[config.mk]
export PLATFORM = sky130hd
export DESIGN_NAME = fir_axilite_ctrl
export DESIGN_NICKNAME = d
export VERILOG_FILES = /design/src/rtl/fir_axilite_ctrl.sv
export SDC_FILE = /design/constraint.sdc
export NUM_CORES = 1
export LEC_CHECK = 0
export BUFFER_PORTS_ARGS = -buffer_cell sky130_fd_sc_hd__buf_2
export CAP_MARGIN = 20
export CORE_MARGIN = 3
export CORE_UTILIZATION = 45
export DETAILED_ROUTE_END_ITERATION = 8
export GPL_TIMING_DRIVEN = 0
export PLACE_DENSITY = 0.76
export SYNTH_ARGS = -nofsm -noshare
export SYNTH_HDL_FRONTEND = slang
export SYNTH_SLANG_ARGS = --single-unit
[constraint.sdc]
create_clock -name axis_clk -period 5.56 [get_ports axis_clk]
set_input_delay 1.112 -clock axis_clk [delete_from_list [all_inputs] [get_ports axis_clk]]
set_output_delay 1.112 -clock axis_clk [all_outputs]
set_load 0.02 [all_outputs]
[src/rtl/fir_axilite_ctrl.sv]
// fir_axilite_ctrl: AXI-Lite slave and control-register block for the FIR engine.
// Holds ap_ctrl and data_length, and owns the tap BRAM port. While the engine
// is busy, the engine owns the tap BRAM port and the bus sees protected
// behaviour: tap writes are dropped and tap reads return all ones.
module fir_axilite_ctrl #(
  parameter int pADDR_WIDTH = 12,
  parameter int pDATA_WIDTH = 32,
  parameter int Tape_Num    = 11
) (
  input  logic                   axis_clk,
  input  logic                   axis_rst_n,
  input  logic                   awvalid,
  output logic                   awready,
  input  logic [pADDR_WIDTH-1:0] awaddr,
  input  logic                   wvalid,
  output logic                   wready,
  input  logic [pDATA_WIDTH-1:0] wdata,
  input  logic                   arvalid,
  output logic                   arready,
  input  logic [pADDR_WIDTH-1:0] araddr,
  output logic                   rvalid,
  input  logic                   rready,
  output logic [pDATA_WIDTH-1:0] rdata,
  output logic [3:0]             tap_WE,
  output logic                   tap_EN,
  output logic [pDATA_WIDTH-1:0] tap_Di,
  output logic [pADDR_WIDTH-1:0] tap_A,
  input  logic [pDATA_WIDTH-1:0] tap_Do,
  input  logic [pADDR_WIDTH-1:0] eng_tap_A,
  input  logic                   eng_tap_EN,
  output logic                   ap_start_o,
  output logic [pDATA_WIDTH-1:0] data_length,
  input  logic                   eng_done
);

  localparam logic [pADDR_WIDTH-1:0] LP_ADDR_CTRL = pADDR_WIDTH'(12'h000);
  localparam logic [pADDR_WIDTH-1:0] LP_ADDR_LEN  = pADDR_WIDTH'(12'h010);
  localparam logic [pADDR_WIDTH-1:0] LP_TAP_BASE  = pADDR_WIDTH'(12'h020);
  localparam logic [pADDR_WIDTH-1:0] LP_TAP_LAST  =
    LP_TAP_BASE + pADDR_WIDTH'(32'd4 * 32'(Tape_Num - 1));

  typedef enum logic [0:0] {W_ADDR = 1'b0, W_DATA = 1'b1} w_state_t;
  typedef enum logic [1:0] {R_ADDR = 2'd0, R_WAIT = 2'd1, R_DATA = 2'd2} r_state_t;

  // Word-aligned address inside the tap window.
  function automatic logic f_is_tap(input logic [pADDR_WIDTH-1:0] a);
    return (a >= LP_TAP_BASE) && (a <= LP_TAP_LAST) && (a[1:0] == 2'b00);
  endfunction

  w_state_t               r_w_state, w_w_state_nxt;
  r_state_t               r_r_state, w_r_state_nxt;
  logic                   r_awready, r_wready, r_arready, r_rvalid;
  logic [pADDR_WIDTH-1:0] r_awaddr, r_araddr;
  logic [pDATA_WIDTH-1:0] r_rdata, r_data_length, w_reg_rdata;
  logic                   r_ap_start, r_ap_done, r_ap_idle;
  logic                   r_rd_issued, r_rd_blocked;
  logic                   w_wr_fire, w_wr_tap, w_wr_len, w_wr_start;
  logic                   w_rd_hs, w_rd_hs_tap, w_rd_issue_now, w_rd_issue_wait;
  logic                   w_rd_ctrl_done;

  // Write-side decode: all commits happen on the wvalid&wready edge.
  assign w_wr_fire  = r_wready & wvalid;
  assign w_wr_tap   = w_wr_fire & f_is_tap(r_awaddr) & r_ap_idle;
  assign w_wr_len   = w_wr_fire & (r_awaddr == LP_ADDR_LEN) & r_ap_idle;
  assign w_wr_start = w_wr_fire & (r_awaddr == LP_ADDR_CTRL) & wdata[0] & r_ap_idle;

  // Read-side decode; a same-cycle tap write takes the BRAM port first.
  assign w_rd_hs         = r_arready & arvalid;
  assign w_rd_hs_tap     = w_rd_hs & f_is_tap(araddr);
  assign w_rd_issue_now  = w_rd_hs_tap & r_ap_idle & ~w_wr_tap;
  assign w_rd_issue_wait = (r_r_state == R_WAIT) & ~r_rd_issued & ~r_rd_blocked &
                           r_ap_idle & ~w_wr_tap;
  assign w_rd_ctrl_done  = (r_r_state == R_DATA) & rready & (r_araddr == LP_ADDR_CTRL);

  assign awready     = r_awready;
  assign wready      = r_wready;
  assign arready     = r_arready;
  assign rvalid      = r_rvalid;
  assign rdata       = r_rdata;
  assign ap_start_o  = r_ap_start;
  assign data_length = r_data_length;

  // Write FSM next-state: address phase, then data phase, never overlapping.
  always_comb begin
    w_w_state_nxt = r_w_state;
    case (r_w_state)
      W_ADDR: begin
        if (r_awready && awvalid) begin
          w_w_state_nxt = W_DATA;
        end else begin
          w_w_state_nxt = W_ADDR;
        end
      end
      W_DATA: begin
        if (w_wr_fire) begin
          w_w_state_nxt = W_ADDR;
        end else begin
          w_w_state_nxt = W_DATA;
        end
      end
      default: w_w_state_nxt = W_ADDR;
    endcase
  end

  // Write FSM state, registered ready flags and latched write address.
  always_ff @(posedge axis_clk or negedge axis_rst_n) begin
    if (!axis_rst_n) begin
      r_w_state <= W_ADDR;
      r_awready <= 1'b0;
      r_wready  <= 1'b0;
      r_awaddr  <= '0;
    end else begin
      r_w_state <= w_w_state_nxt;
      r_awready <= (w_w_state_nxt == W_ADDR);
      r_wready  <= (w_w_state_nxt == W_DATA);
      if (r_awready && awvalid) begin
        r_awaddr <= awaddr;
      end
    end
  end

  // Read FSM next-state: taps detour through R_WAIT for the BRAM latency.
  always_comb begin
    w_r_state_nxt = r_r_state;
    case (r_r_state)
      R_ADDR: begin
        if (w_rd_hs) begin
          w_r_state_nxt = w_rd_hs_tap ? R_WAIT : R_DATA;
        end else begin
          w_r_state_nxt = R_ADDR;
        end
      end
      R_WAIT: begin
        if (r_rd_issued || r_rd_blocked || !r_ap_idle) begin
          w_r_state_nxt = R_DATA;
        end else begin
          w_r_state_nxt = R_WAIT;
        end
      end
      R_DATA: begin
        if (rready) begin
          w_r_state_nxt = R_ADDR;
        end else begin
          w_r_state_nxt = R_DATA;
        end
      end
      default: w_r_state_nxt = R_ADDR;
    endcase
  end

  // Read FSM state, registered ready/valid flags and latched read address.
  always_ff @(posedge axis_clk or negedge axis_rst_n) begin
    if (!axis_rst_n) begin
      r_r_state <= R_ADDR;
      r_arready <= 1'b0;
      r_rvalid  <= 1'b0;
      r_araddr  <= '0;
    end else begin
      r_r_state <= w_r_state_nxt;
      r_arready <= (w_r_state_nxt == R_ADDR);
      r_rvalid  <= (w_r_state_nxt == R_DATA);
      if (w_rd_hs) begin
        r_araddr <= araddr;
      end
    end
  end

  // Tracks whether the tap read reached the BRAM or was refused while busy.
  always_ff @(posedge axis_clk or negedge axis_rst_n) begin
    if (!axis_rst_n) begin
      r_rd_issued  <= 1'b0;
      r_rd_blocked <= 1'b0;
    end else if (w_rd_hs) begin
      r_rd_issued  <= w_rd_issue_now;
      r_rd_blocked <= ~r_ap_idle;
    end else if (w_rd_issue_wait) begin
      r_rd_issued  <= 1'b1;
    end
  end

  // Register read mux for non-tap addresses; unmapped addresses read as zero.
  always_comb begin
    w_reg_rdata = '0;
    if (araddr == LP_ADDR_CTRL) begin
      w_reg_rdata = {{(pDATA_WIDTH-3){1'b0}}, r_ap_idle, r_ap_done, r_ap_start};
    end else if (araddr == LP_ADDR_LEN) begin
      w_reg_rdata = r_data_length;
    end else begin
      w_reg_rdata = '0;
    end
  end

  // Read data register, held stable for the whole R_DATA phase.
  always_ff @(posedge axis_clk or negedge axis_rst_n) begin
    if (!axis_rst_n) begin
      r_rdata <= '0;
    end else if (w_rd_hs && !w_rd_hs_tap) begin
      r_rdata <= w_reg_rdata;
    end else if ((r_r_state == R_WAIT) && r_rd_issued) begin
      r_rdata <= tap_Do;
    end else if ((r_r_state == R_WAIT) && (r_rd_blocked || !r_ap_idle)) begin
      r_rdata <= {pDATA_WIDTH{1'b1}};
    end
  end

  // Sample-count register; frozen while the engine runs.
  always_ff @(posedge axis_clk or negedge axis_rst_n) begin
    if (!axis_rst_n) begin
      r_data_length <= '0;
    end else if (w_wr_len) begin
      r_data_length <= wdata;
    end
  end

  // ap_ctrl: start pulse, done latch (engine set beats read clear), idle flag.
  always_ff @(posedge axis_clk or negedge axis_rst_n) begin
    if (!axis_rst_n) begin
      r_ap_start <= 1'b0;
      r_ap_done  <= 1'b0;
      r_ap_idle  <= 1'b1;
    end else begin
      r_ap_start <= w_wr_start;
      if (eng_done) begin
        r_ap_done <= 1'b1;
        r_ap_idle <= 1'b1;
      end else if (w_wr_start) begin
        r_ap_done <= 1'b0;
        r_ap_idle <= 1'b0;
      end else if (w_rd_ctrl_done) begin
        r_ap_done <= 1'b0;
      end
    end
  end

  // Tap BRAM port mux: engine while busy, else AXI write, else AXI read.
  always_comb begin
    tap_EN = 1'b0;
    tap_WE = 4'h0;
    tap_A  = '0;
    tap_Di = '0;
    if (!r_ap_idle) begin
      tap_EN = eng_tap_EN;
      tap_A  = eng_tap_A;
    end else if (w_wr_tap) begin
      tap_EN = 1'b1;
      tap_WE = 4'hF;
      tap_A  = r_awaddr - LP_TAP_BASE;
      tap_Di = wdata;
    end else if (w_rd_issue_now) begin
      tap_EN = 1'b1;
      tap_A  = araddr - LP_TAP_BASE;
    end else if (w_rd_issue_wait) begin
      tap_EN = 1'b1;
      tap_A  = r_araddr - LP_TAP_BASE;
    end else begin
      tap_EN = 1'b0;
    end
  end

endmodule

# [After elaboration in Yosys (flattened, before gate mapping)]
# Cells that the tools add are included.
# Widths: inputs -> output; s select.
[classes] addsub=3 magnitude_cmp=4 eq_ne=5 mux=32 bitwise=24 n_reduce_logical=24
[ops] cell="$mux 32" count=7
[ops] cell="$mux 12" count=4
[ops] cell="$logic_not 12->1" count=3
[ops] cell="$sub 12x6->12 const B" count=3
[ops] cell="$eq 12x5->1 const B" count=2
[ops] cell="$ge 12x6->1 const B" count=2
[ops] cell="$le 12x7->1 const B" count=2
[ops] cell="$and 1x1->1" count=18
[ops] cell="$mux 1" count=13
[ops] cell="$logic_and 1x1->1" count=8
[ops] cell="$logic_not 2->1" count=4
[ops] cell="$mux 2" count=4
[ops] cell="$mux 4" count=2
[ops] cell="$not 1->1" count=6
[ops] cell="$pmux 2 s3" count=1
[ops] cell="$reduce_bool 3->1" count=2
[ops] cell="$eq 2x2->1 const B" count=2
[ops] cell="$reduce_bool 2->1" count=2
[ops] cell="$logic_or 1x1->1" count=3
[ops] cell="$eq 2x1->1 const B" count=1
[ops] cell="$logic_not 1->1" count=2
[ops] cell="$pmux 1 s2" count=1
[totals] ff_bits=99 inputBits=108 out_inout_bits=118

# [Logic depth before layout (Yosys ltp)]
# Gate-level depths: netlist (run 1).
[depth] word_depth=11 mapped_depth=9

# [Worst setup path before layout (run 1)]
# No wires, ideal clock.
[synth_path] path_kind="input-to-output" startpoint="input araddr[5]" endpoint="output tap_A[7]" arrival_ns=2.748 path_slack_ns=1.700 path_stages=6 path_buffers=1 path_cell_list="buf_6 > or4b_1 > nand4_1 > nor2_1 > a311o_1 > a21oi_1"
[synth_between] elab_chain_cells=9
[synth_rtl] element="start, declared" line="20" text="input logic [pADDR_WIDTH-1:0] araddr,"
[synth_rtl] element="$ge 12x6->1 or $le 12x7->1 (tied branches)" line="47" text="return (a >= LP_TAP_BASE) && (a <= LP_TAP_LAST) && (a[1:0] == 2'b00);"
[synth_rtl] element="$logic_and 1x1->1 (2 in series)" line="47"
[synth_rtl] element="$and 1x1->1" line="69" text="assign w_rd_hs_tap = w_rd_hs & f_is_tap(araddr);"
[synth_rtl] element="$and 1x1->1 (2 in series)" line="70" text="assign w_rd_issue_now = w_rd_hs_tap & r_ap_idle & ~w_wr_tap;"
[synth_rtl] element="$mux 12 *" line="249" text="end else if (w_rd_issue_now) begin"
[synth_rtl] element="$mux 12 *" line="244" text="end else if (w_wr_tap) begin"
[synth_rtl] element="$mux 12 *" line="241" text="if (!r_ap_idle) begin"
[synth_rtl] element="end, declared" line="27" text="output logic [pADDR_WIDTH-1:0] tap_A,"
# Mark *: on every way between the ends. The rest lies on a longest branch, timed or not.

# [Worst setup path after layout (run 1)]
[layout_path] startpoint="input araddr[9]" endpoint="output tap_A[2]"
[layout_between] elab_chain_cells=9
[layout_rtl] element="$ge 12x6->1 or $le 12x7->1 (tied branches)" line="47"
[layout_rtl] element="$logic_and 1x1->1 * (2 in series)" line="47"
[layout_rtl] element="$and 1x1->1 *" line="69"
[layout_rtl] element="$and 1x1->1 * (2 in series)" line="70"
[layout_rtl] element="$mux 12 *" line="249"
[layout_rtl] element="$mux 12 *" line="244"
[layout_rtl] element="$mux 12 *" line="241"
# Marks and branches as above.

==> out/qor.yml, run 1 <==
status:
  outcome: "complete, no violations"
global_routing:
  grt_max_degree: 56
  grt_usage: 0.2374
  grt_pass1_wl_um: 24860
  antenna_found_initial: 0
  grt_pass1_vias: 4899
  gr-total-overflow: 0
synth:
  avgSynthCellArea_sq_um: 10.28
  synth_cell_types: 60
  yosysWarningCount: 0
  ys_top_cells_by_count: "dfrtp_1, o21ai_0, mux2_2, nand2_1, and2_1"
  netlist_instances: 518
  synth_edf_count: 0
  ys_ff_latch: 99
  syn_nets: 631
  seq_area_frac_synth: 0.4654
  synthArstFlopShare: 1.000
  yosysTopAreaCellShare: 0.4604
  synth_area_sq_um: 5326
  yosysMostFrequentCell: "dfrtp_1"
  synth_top_area_cell: "dfrtp_1"
  ys.flop_type: "dfrtp_1"
  yosys-top-cells-area: "dfrtp_1, mux2_2, o21ai_0"
setup_path:
  r2r_cells: 6
  crit_path_max_fanout: 10
  path_class: "in -> out"
  cpPeakStageDelay_ps: 410
  cp_top_family: "simple AND/OR/NAND/NOR gates"
  critPathSlowestCell: "nor4_1"
  cp.depth: 8
  rr_endpoint: "r_rd_issued"
  arrival_ps: 3080
  cp_data_required_time_ps: 4450
  critical_path.most_common_cell: "buf_2"
  start_kind: "primary input"
  cp-end-kind: "output pin"
  reg2reg_from: "r_ap_idle"
  crit_buf_inv: 3
  path_cells: "buf_2 > nor4_1 > nand4_1 > or2_0 > buf_2 > a211o_1 > a31oi_1 > buf_2"
  r2r_slack_ps: 3270
cts:
  cts_sinks: 99
  cts_htree_levels: 3
  ctsHoldBuffers: 0
  cts_tree: "yes"
  cts_resized: 0
  numCtsBuffers: 9
  clk_latency_ps: 340
  postCtsSetupBuffers: 0
  root_buffer: "clkbuf_16"
  clockBufferDepth: 2
  path_clk_slew_ps: 60
place:
  routabilityCongestion: 0.8860
  dp_hpwl_um: 12390
  placed_cell_area_sq_um: 6656
  numPortBuffers: 224
route:
  vias: 5006
  drt_iter0_markers: 329
  drtPass1Iterations: 5
  drtAntennaViolNets: 0
  via_per_inst: 5.550
  totalWireLength_um: 16170
  post_drt_wl_per_cell_um: 17.93
  drc: 0
timing:
  hold-worst-slack_ps: 500.9
  setup_violations: 0
  rsz0062_at_grt: "false"
  period_share: 0.7536
  max_freq_mhz: 238.7
  final_max_slew_viol_count: 0
  worst_pin_slew_ps: 835.9
  fin_crit_ps: 4190
  relSlewSlack: 0.4401
  finalClockSkew_ps: 9.206
  fin_setup_tns_ps: 0
  hold_viol_final: 0
layout:
  area_delta_synth_final_pct: 30.73
  antenna_cells: 0
  num-fill-cells: 991
  fin_nets: 867
  drive_gt1_frac: 0.4427
  finalInstanceArea_sq_um: 6963
power_and_ir_drop:
  peakVddDrop_v: 0.0001435
  p_per_area_nw_per_um2: 270.4
  power.leakage_nw: 3.611
floorplanning:
  io_pins: 226
  rows: 39
  dieHeight_um: 114.8
  die_w_um: 114.8
  start_util: 0.4625
  dieArea_sq_um: 13180
  core_sq_um: 11520
min_path:
  hold_start: "data_length[21]"
  holdPathEnd: "rdata[21]"
  whs_path_depth: 2
  min_path_type: "reg -> reg"
job:
  maxCapViolations: 0
==> how the worst max path moves through the flow <==
| stage | from | slack [ps] | endpoint |
|---|---|---|---|
| floorplan | araddr[5] | 1700 | tap_A[7] |
| global placement | araddr[6] | 1430 | tap_A[8] |
| detailed placement | araddr[6] | 1420 | tap_A[3] |
| CTS | araddr[6] | 1390 | tap_A[3] |
| global route | araddr[9] | 1190 | tap_A[3] |
| finish | araddr[9] | 1370 | tap_A[2] |
==> state kept, by name, summed over array words and instances (netlist names) <==
name and cells:
r_ap_idle 1, rdata 32, rvalid 1, r_rd_issued 1, data_length 32, arready 1
ap_start_o 1, r_ap_done 1, r_rd_blocked 1, r_r_state 2, wready 1, awready 1
r_awaddr 12, r_araddr 12
==> routing by layer <==
metal,vias up,share of wire,track usage
met5,-,0,0
met4,0,0.014,0.05869
met3,20,0.077,0.04632
met1,2426,0.43,0.3188
li1,2324,-,-
met2,236,0.48,0.3985
==> kinds of logic after synthesis <==
group,synth area share
XOR/XNOR,0.01644
flip-flops,0.4654
AND/OR/NAND/NOR,0.1950
multiplexers,0.1243
buffers and inverters,0.04933
adder cells (fa/ha/maj),0.01175
AO/OA/AOI/OAI,0.1379
==> report_power, final <==
part / switching (mW) / internal (mW)
registers: 0.0875 / 0.798
clock network: 0.268 / 0.375
logic: 0.188 / 0.167
==> stage by stage <==
step	worst slack [ps]	std cells	power (mW)	utilization
finish	1370	902	1.883	0.6046
global route	1187	902	1.975	0.6046
CTS	1394	902	1.893	0.6046
detailed placement	1418	886	1.249	0.5780
global placement	1432	885	1.233	0.5754
floorplan	1700	518	1.099	-
==> placed cells by master (no fill, tap or decap), types with 3 or more instances in the layout <==
master,n
a21o_1,3
a21oi_1,4
a311oi_1,3
a31o_2,3
a31oi_1,5
and2_1,34
buf_2,231
buf_4,6
clkbuf_1,18
clkbuf_16,9
clkbuf_2,4
dfrtp_1,98
ha_1,5
inv_1,15
mux2_2,57
nand2_1,45
nand2b_1,4
nand3_1,12
nand3b_1,31
nand4_1,5
nor2_1,14
nor3_1,7
nor4_1,7
o211ai_1,4
o21ai_0,60
o21ai_2,10
o22ai_1,4
xnor2_1,3
xor2_1,7
==> area by class of cell <==
type	count	area, sq um	area share
Multi-Input combinational cell	366	2585	0.3712
Buffer	38	206.4	0.02965
Clock inverter	3	46.29	0.006649
Inverter	15	56.30	0.008086
Sequential cell	99	2479	0.3560
Timing Repair Buffer	225	1151	0.1653
Tap cell	143	178.9	0.02570
Clock buffer	13	260.3	0.03738
==> worst register-to-register path: cells and delay by family (launching register included) <==
kind | cells | cell delay [ps]
buffers and inverters | 1 | 180
AND/OR/NAND/NOR | 3 | 670
AO/OA/AOI/OAI | 2 | 840
flip-flops | 1 | 540
(Power assumes the default switching activity.)
==> run 2: changes to the inputs <==
--- a/config.mk
+++ b/config.mk
@@ -5,13 +5,14 @@
 export SDC_FILE = /design/constraint.sdc
 export NUM_CORES = 1
 export LEC_CHECK = 0
+export ABC_AREA = 1
 export BUFFER_PORTS_ARGS = -buffer_cell sky130_fd_sc_hd__buf_2
 export CAP_MARGIN = 20
 export CORE_MARGIN = 3
-export CORE_UTILIZATION = 45
+export CORE_UTILIZATION = 44
 export DETAILED_ROUTE_END_ITERATION = 8
 export GPL_TIMING_DRIVEN = 0
-export PLACE_DENSITY = 0.76
+export PLACE_DENSITY = 0.78
 export SYNTH_ARGS = -nofsm -noshare
 export SYNTH_HDL_FRONTEND = slang
 export SYNTH_SLANG_ARGS = --single-unit
==> constraint.sdc (replaced) <==
create_clock -name axis_clk -period 3.8 [get_ports axis_clk]
set_input_delay 0.76 -clock axis_clk [delete_from_list [all_inputs] [get_ports axis_clk]]
set_output_delay 0.76 -clock axis_clk [all_outputs]
set_load 0.02 [all_outputs]
==> run 2 against run 1 <==
  * Cell area increased by 0.20%
  * Core utilization decreased by 0.39 points
  * Combinational power increased by 85%
  * Largest power group unchanged
==> out/qor.yml, run 2 <==
route:
  drt_iter0_markers: 293  # -11%
  totalWireLength_um: 16510  # +2.1%
  drc: 0  # unchanged
  post_drt_wl_per_cell_um: 15.68  # -13%
  via_per_inst: 5.120  # -7.8%
  drtAntennaViolNets: 0  # unchanged
  vias: 5391  # +7.7%
  drtPass1Iterations: 5  # unchanged
synth:
  netlist_instances: 668  # +29%
  seq_area_frac_synth: 0.4657  # about the same
  yosysWarningCount: 0  # unchanged
  ys.flop_type: "dfrtp_1"
  yosysMostFrequentCell: "nand2_1"
  synth_top_area_cell: "dfrtp_1"
  yosysTopAreaCellShare: 0.4607  # about the same
  ys_top_cells_by_count: "nand2_1, dfrtp_1, nor2_1, inv_1, nand3_1"
  ys_ff_latch: 99  # unchanged
  synthArstFlopShare: 1.000  # unchanged
  synth_edf_count: 0  # unchanged
  synth_cell_types: 35  # -42%
  syn_nets: 781  # +24%
  avgSynthCellArea_sq_um: 7.968  # -23%
  synth_area_sq_um: 5323  # about the same
  yosys-top-cells-area: "dfrtp_1, nand2_1, nor2_1"
place:
  dp_hpwl_um: 12770  # +3.0%
  place_ws_ps: 639.7  # -778.5 ps
  dp.cells: 1037  # +17%
  numPortBuffers: 225  # +0.45%
  routabilityCongestion: 0.9161  # +3.4%
setup_path:
  critPathSlowestCell: "dfstp_2"
  start_kind: "flop"
  rr_endpoint: "data_length[11]"
  cp_top_family: "simple AND/OR/NAND/NOR gates"
  cpPeakStageDelay_ps: 510  # +100 ps
  crit_path_start: "r_ap_idle"
  cp-end-kind: "output pin"
  arrival_ps: 2520  # -560 ps
  crit_path_max_fanout: 9  # -1
  reg2reg_from: "r_ap_idle"
  crit_buf_inv: 3  # unchanged
  r2r_slack_ps: 1730  # -1540 ps
  cp-endpoint: "tap_A[5]"
  path_class: "reg -> out"
  r2r_cells: 7  # +1
  cp_data_required_time_ps: 3040  # -1410 ps
  path_cells: "buf_2 > nand2_1 > nor3_1 > nand2_1 > inv_1 > nand3_1 > o211ai_2 > buf_2"
  cp.depth: 8  # unchanged
timing:
  fin_crit_ps: 3279
  hold_viol_final: 0  # unchanged
  setup_ws_ps: 521.0  # -849.2 ps
  final_max_slew_viol_count: 0  # unchanged
  relSlewSlack: 0.5809  # +0.1408
  finalClockSkew_ps: 7.722  # -1.484 ps
  max_freq_mhz: 305.0
  fin_setup_tns_ps: 0  # unchanged
  period_share: 0.8629
  setup_violations: 0  # unchanged
  rsz0062_at_grt: "false"
  worst_pin_slew_ps: 623.8  # -212.1 ps
min_path:
  min_path_type: "in -> async"
cts:
  cts_tree: "yes"
  clk_latency_ps: 350  # about the same
  path_clk_slew_ps: 70  # about the same
  cts_sinks: 99  # unchanged
  numCtsBuffers: 9  # unchanged
  ctsHoldBuffers: 0  # unchanged
  cts_resized: 0  # unchanged
  postCtsSetupBuffers: 0  # unchanged
  clockBufferDepth: 2  # unchanged
  cts_htree_levels: 3  # unchanged
  root_buffer: "clkbuf_16"
layout:
  num-fill-cells: 1134  # +14%
  area_delta_synth_final_pct: 31.08
  fin_nets: 1018  # +17%
  drive_gt1_frac: 0.3300  # -0.1127
  finalNonFillerCells: 1053  # +17%
  layout_common_cells: "buf_2, nand2_1, dfrtp_1, nor2_1, inv_1"
  layout_commonest_cell: "buf_2"
power_and_ir_drop:
  p_per_area_nw_per_um2: 426.0  # +58%
  peakVddDrop_v: 0.0003656  # +150%
  power_mw: 2.972  # +58%
  power.leakage_nw: 4.018  # +11%
floorplanning:
  start_util: 0.4583  # -0.004210
  core_sq_um: 11610  # +0.85%
  dieArea_sq_um: 13450  # +2.1%
  rows: 39  # unchanged
  io_pins: 226  # unchanged
  die_w_um: 116.0  # +1.0%
  dieHeight_um: 116.0  # +1.0%
job:
  maxCapViolations: 0  # unchanged
global_routing:
  antenna_found_initial: 1  # +1
  grt_max_degree: 71  # +27%
  grt_pass1_wl_um: 25640  # +3.1%
  gr-total-overflow: 0  # unchanged
  grt_pass1_vias: 5149  # +5.1%
  grt_usage: 0.2449  # +0.007554
status:
  outcome: "complete, no violations"
==> run 2: changes by cell type in the layout (fill, tap and decap cells not counted), sizes merged, moves of 8 or more <==
| cell | before | now |
|---|---|---|
| a21oi | 4 | 14 |
| and2 | 34 | 0 |
| inv | 15 | 79 |
| mux2 | 57 | 4 |
| nand2 | 45 | 143 |
| nand3 | 12 | 57 |
| nand3b | 31 | 0 |
| nor2 | 14 | 102 |
| o211ai | 4 | 35 |
| o21ai | 70 | 62 |
==> run 2: logic make-up after synthesis <==
family / after synthesis / share of synthesized area
compound gates: 112 / 0.1363
xor+xnor: 12 / 0.01975
fa+ha+maj: 5 / 0.01175
buf+inv: 114 / 0.09473
flops: 99 / 0.4657
mux: 4 / 0.008462
simple gates: 322 / 0.2633
==> run 2: final cells by class <==
type,instances,area (sq um),share of cell area
plain buffers,36,211.5,0.03031
repair buffers,226,1156,0.1657
diodes,1,2.502,0.0003587
flip-flops and latches,99,2479,0.3553
clock inverters,4,73.82,0.01058
multi-input cells,455,2340,0.3354
well taps,143,178.9,0.02565
clock buffers,11,242.7,0.03479
inverters,78,292.8,0.04197
==> run 2: routing by layer <==
layer / vias up / share of wire / global-route usage / wire [um]
met3: 21 / 0.065 / 0.05170 / 1073
met5: - / 0 / 0 / 0
met4: 0 / 0.020 / 0.08430 / 334
li1: 2636 / - / - / -
met1: 2544 / 0.42 / 0.3273 / 6944
met2: 190 / 0.49 / 0.3970 / 8157
==> run 2: per-stage QoR <==
stage,area (sq um),hold WS [ps],utilization
6_report,6977,344.8,0.6007
5_1_grt,6977,371.3,0.6007
4_1_cts,6974,346.9,0.6005
3_5_place_dp,6658,476.9,0.5733
3_3_place_gp,6628,468.4,0.5707
2_1_floorplan,5323,453.0,-
==> run 2: worst min path at each step <==
stage,startpoint,to,depth (start not counted)
floorplan,r_araddr[5],r_araddr[5],2
global placement,r_araddr[5],r_araddr[5],2
detailed placement,r_araddr[5],r_araddr[5],2
CTS,axis_rst_n,data_length[25],1
global route,axis_rst_n,r_awaddr[10],1
finish,axis_rst_n,r_awaddr[10],1
==> run 2: power by group <==
part           leakage (nW)  switching (mW)  internal [mW]
Combinational          2.55           0.415          0.241
Sequential             1.31           0.127           1.20
Clock                 0.156           0.400          0.593
==> run 3: changes to the inputs <==
==> constraint.sdc (replaced) <==
create_clock -name axis_clk -period 2.8 [get_ports axis_clk]
set_input_delay 0.56 -clock axis_clk [delete_from_list [all_inputs] [get_ports axis_clk]]
set_output_delay 0.56 -clock axis_clk [all_outputs]
set_load 0.02 [all_outputs]
==> run 3 against run 2 <==
  * Clock power rose by 36%
  * Critical path type unchanged
  * Clock-buffer cell count unchanged
  * Setup slack got worse by 470 ps
  * Global-route usage grew 0.099 points
==> out/qor.yml, run 3 (synthesis results as in run 2) <==
setup_path:
  cp-end-kind: "output pin"
  path_class: "reg -> out"
  cp_data_required_time_ps: 2240  # -800 ps
  arrival_ps: 2190  # -330 ps
  start_kind: "flop"
  crit_path_max_fanout: 10  # +1
cts:
  cts_sinks: 99  # unchanged
  path_clk_slew_ps: 60  # about the same
  root_buffer: "clkbuf_16"
  clk_latency_ps: 340  # about the same
  ctsHoldBuffers: 0  # unchanged
  cts_htree_levels: 3  # unchanged
  clockBufferDepth: 2  # unchanged
  numCtsBuffers: 9  # unchanged
  cts_tree: "yes"
global_routing:
  grt_usage: 0.2459  # +0.0009903
  grt_pass1_wl_um: 25740  # +0.40%
  antenna_found_initial: 1  # unchanged
  grt_pass1_vias: 5148  # -0.019%
  grt_max_degree: 71  # unchanged
  gr-total-overflow: 0  # unchanged
floorplanning:
  dieArea_sq_um: 13450  # unchanged
  dieHeight_um: 116.0  # unchanged
  start_util: 0.4583  # unchanged
  die_w_um: 116.0  # unchanged
  io_pins: 226  # unchanged
  core_sq_um: 11610  # unchanged
  rows: 39  # unchanged
layout:
  layout_common_cells: "buf_2, nand2_1, dfrtp_1, nor2_1, inv_1"
  num-fill-cells: 1046  # -7.8%
  drive_gt1_frac: 0.3770  # +0.04700
  area_delta_synth_final_pct: 38.74
  layout_commonest_cell: "buf_2"
  fin_nets: 1032  # +1.4%
power_and_ir_drop:
  p_per_area_nw_per_um2: 562.1  # +32%
  peakVddDrop_v: 0.0005163  # +41%
  power_mw: 4.151  # +40%
  power.leakage_nw: 4.132  # +2.8%
timing:
  hold_viol_final: 0  # unchanged
  worst_pin_slew_ps: 573.2  # -50.64 ps
  rsz0062_at_grt: "true"
  relSlewSlack: 0.6179  # +0.03696
  setup_violations: 0  # unchanged
  final_max_slew_viol_count: 0  # unchanged
  finalClockSkew_ps: 6.527  # -1.195 ps
  fin_crit_ps: 2748
  max_freq_mhz: 363.9
  period_share: 0.9814
  setup_ws_ps: 52.06  # -469.0 ps
route:
  drc: 0  # unchanged
  vias: 5476  # +1.6%
  totalWireLength_um: 17410  # +5.5%
  drt_iter0_markers: 315  # +7.5%
  via_per_inst: 5.132  # +0.24%
  post_drt_wl_per_cell_um: 16.32  # +4.1%
  drtAntennaViolNets: 0  # unchanged
  drtPass1Iterations: 5  # unchanged
place:
  dp_hpwl_um: 12770  # unchanged
  place_ws_ps: 39.67  # -600.0 ps
  routabilityCongestion: 0.9161  # unchanged
  numPortBuffers: 225  # unchanged
min_path:
  min_path_type: "in -> async"
status:
  outcome: "complete, no violations"
job:
  maxCapViolations: 0  # unchanged
==> run 3: cell count changes in the layout (fill, tap and decap cells not counted), sizes merged <==
cell    before  now
buf        246  259
clkbuf      27   28
==> run 3: area by class of cell <==
class,instances,area (sq um),share of cell area
Multi-Input combinational cell,455,2484,0.3363
Sequential cell,99,2481,0.3360
Timing Repair Buffer,241,1385,0.1876
Inverter,78,295.3,0.03999
Clock buffer,11,242.7,0.03287
Buffer,35,241.5,0.03270
Tap cell,143,178.9,0.02423
Clock inverter,4,73.82,0.009997
Antenna cell,1,2.502,0.0003389
==> run 3: worst max-delay path, cell delays in order, from the launching register on <==
cell,delay (ps)
dfrtp_2,450
inv_2,110
ha_4,140
nand2_4,50
nor3_4,160
nor2_4,60
nor2_4,140
nand2_4,120
buf_12,170
buf_6,150
nor2_1,100
buf_2,170
==> run 3: worst paths after layout <==
path,from,end,slack (ps),depth (start not counted)
min in group axis_clk,eng_done,r_ap_done,410,3
min reg2reg,r_araddr[5],r_araddr[5],490,2
max in group asynchronous,axis_rst_n,r_ap_idle,1950,2
max reg2reg,r_ap_idle,data_length[11],820,6
min,axis_rst_n,r_awaddr[10],150,1
max,r_awaddr[6],tap_Di[7],50,11
==> run 3: what timing repair did <==
action | 4_1_cts | 5_1_grt
gates cloned | 0 | 1
setup buffers | 1 | 13
endpoints found under the hold margin | 0 | 0
resized for setup | 10 | 85
pin swaps | 2 | 13
endpoints found under the setup margin | 41 | 46
==> run 3: where the power goes <==
group	switching, mW	internal [mW]	total (mW)
registers	0.188	1.63	1.82
logic	0.618	0.372	0.989
clock network	0.541	0.805	1.35
total	1.35	2.80	4.15
==> run 3: metal layers <==
layer  GRT usage  part of all wire
met1      0.3293              0.42
met2      0.3993              0.50
met3     0.05117             0.059
met4     0.08275             0.023
met5           0                 0
==> run 3: per-stage QoR <==
step | area, sq um | TNS, ps | utilization | hold WS [ps] | std cells
finish | 7385 | 0 | 0.6359 | 145.8 | 1067
global route | 7385 | -848.5 | 0.6359 | 171.1 | 1067
CTS | 7003 | 0 | 0.6030 | 146.9 | 1052
detailed placement | 6658 | 0 | 0.5733 | 476.9 | 1037
global placement | 6628 | 0 | 0.5707 | 468.4 | 1036
floorplan | 5323 | 0 | - | 264.4 | 668
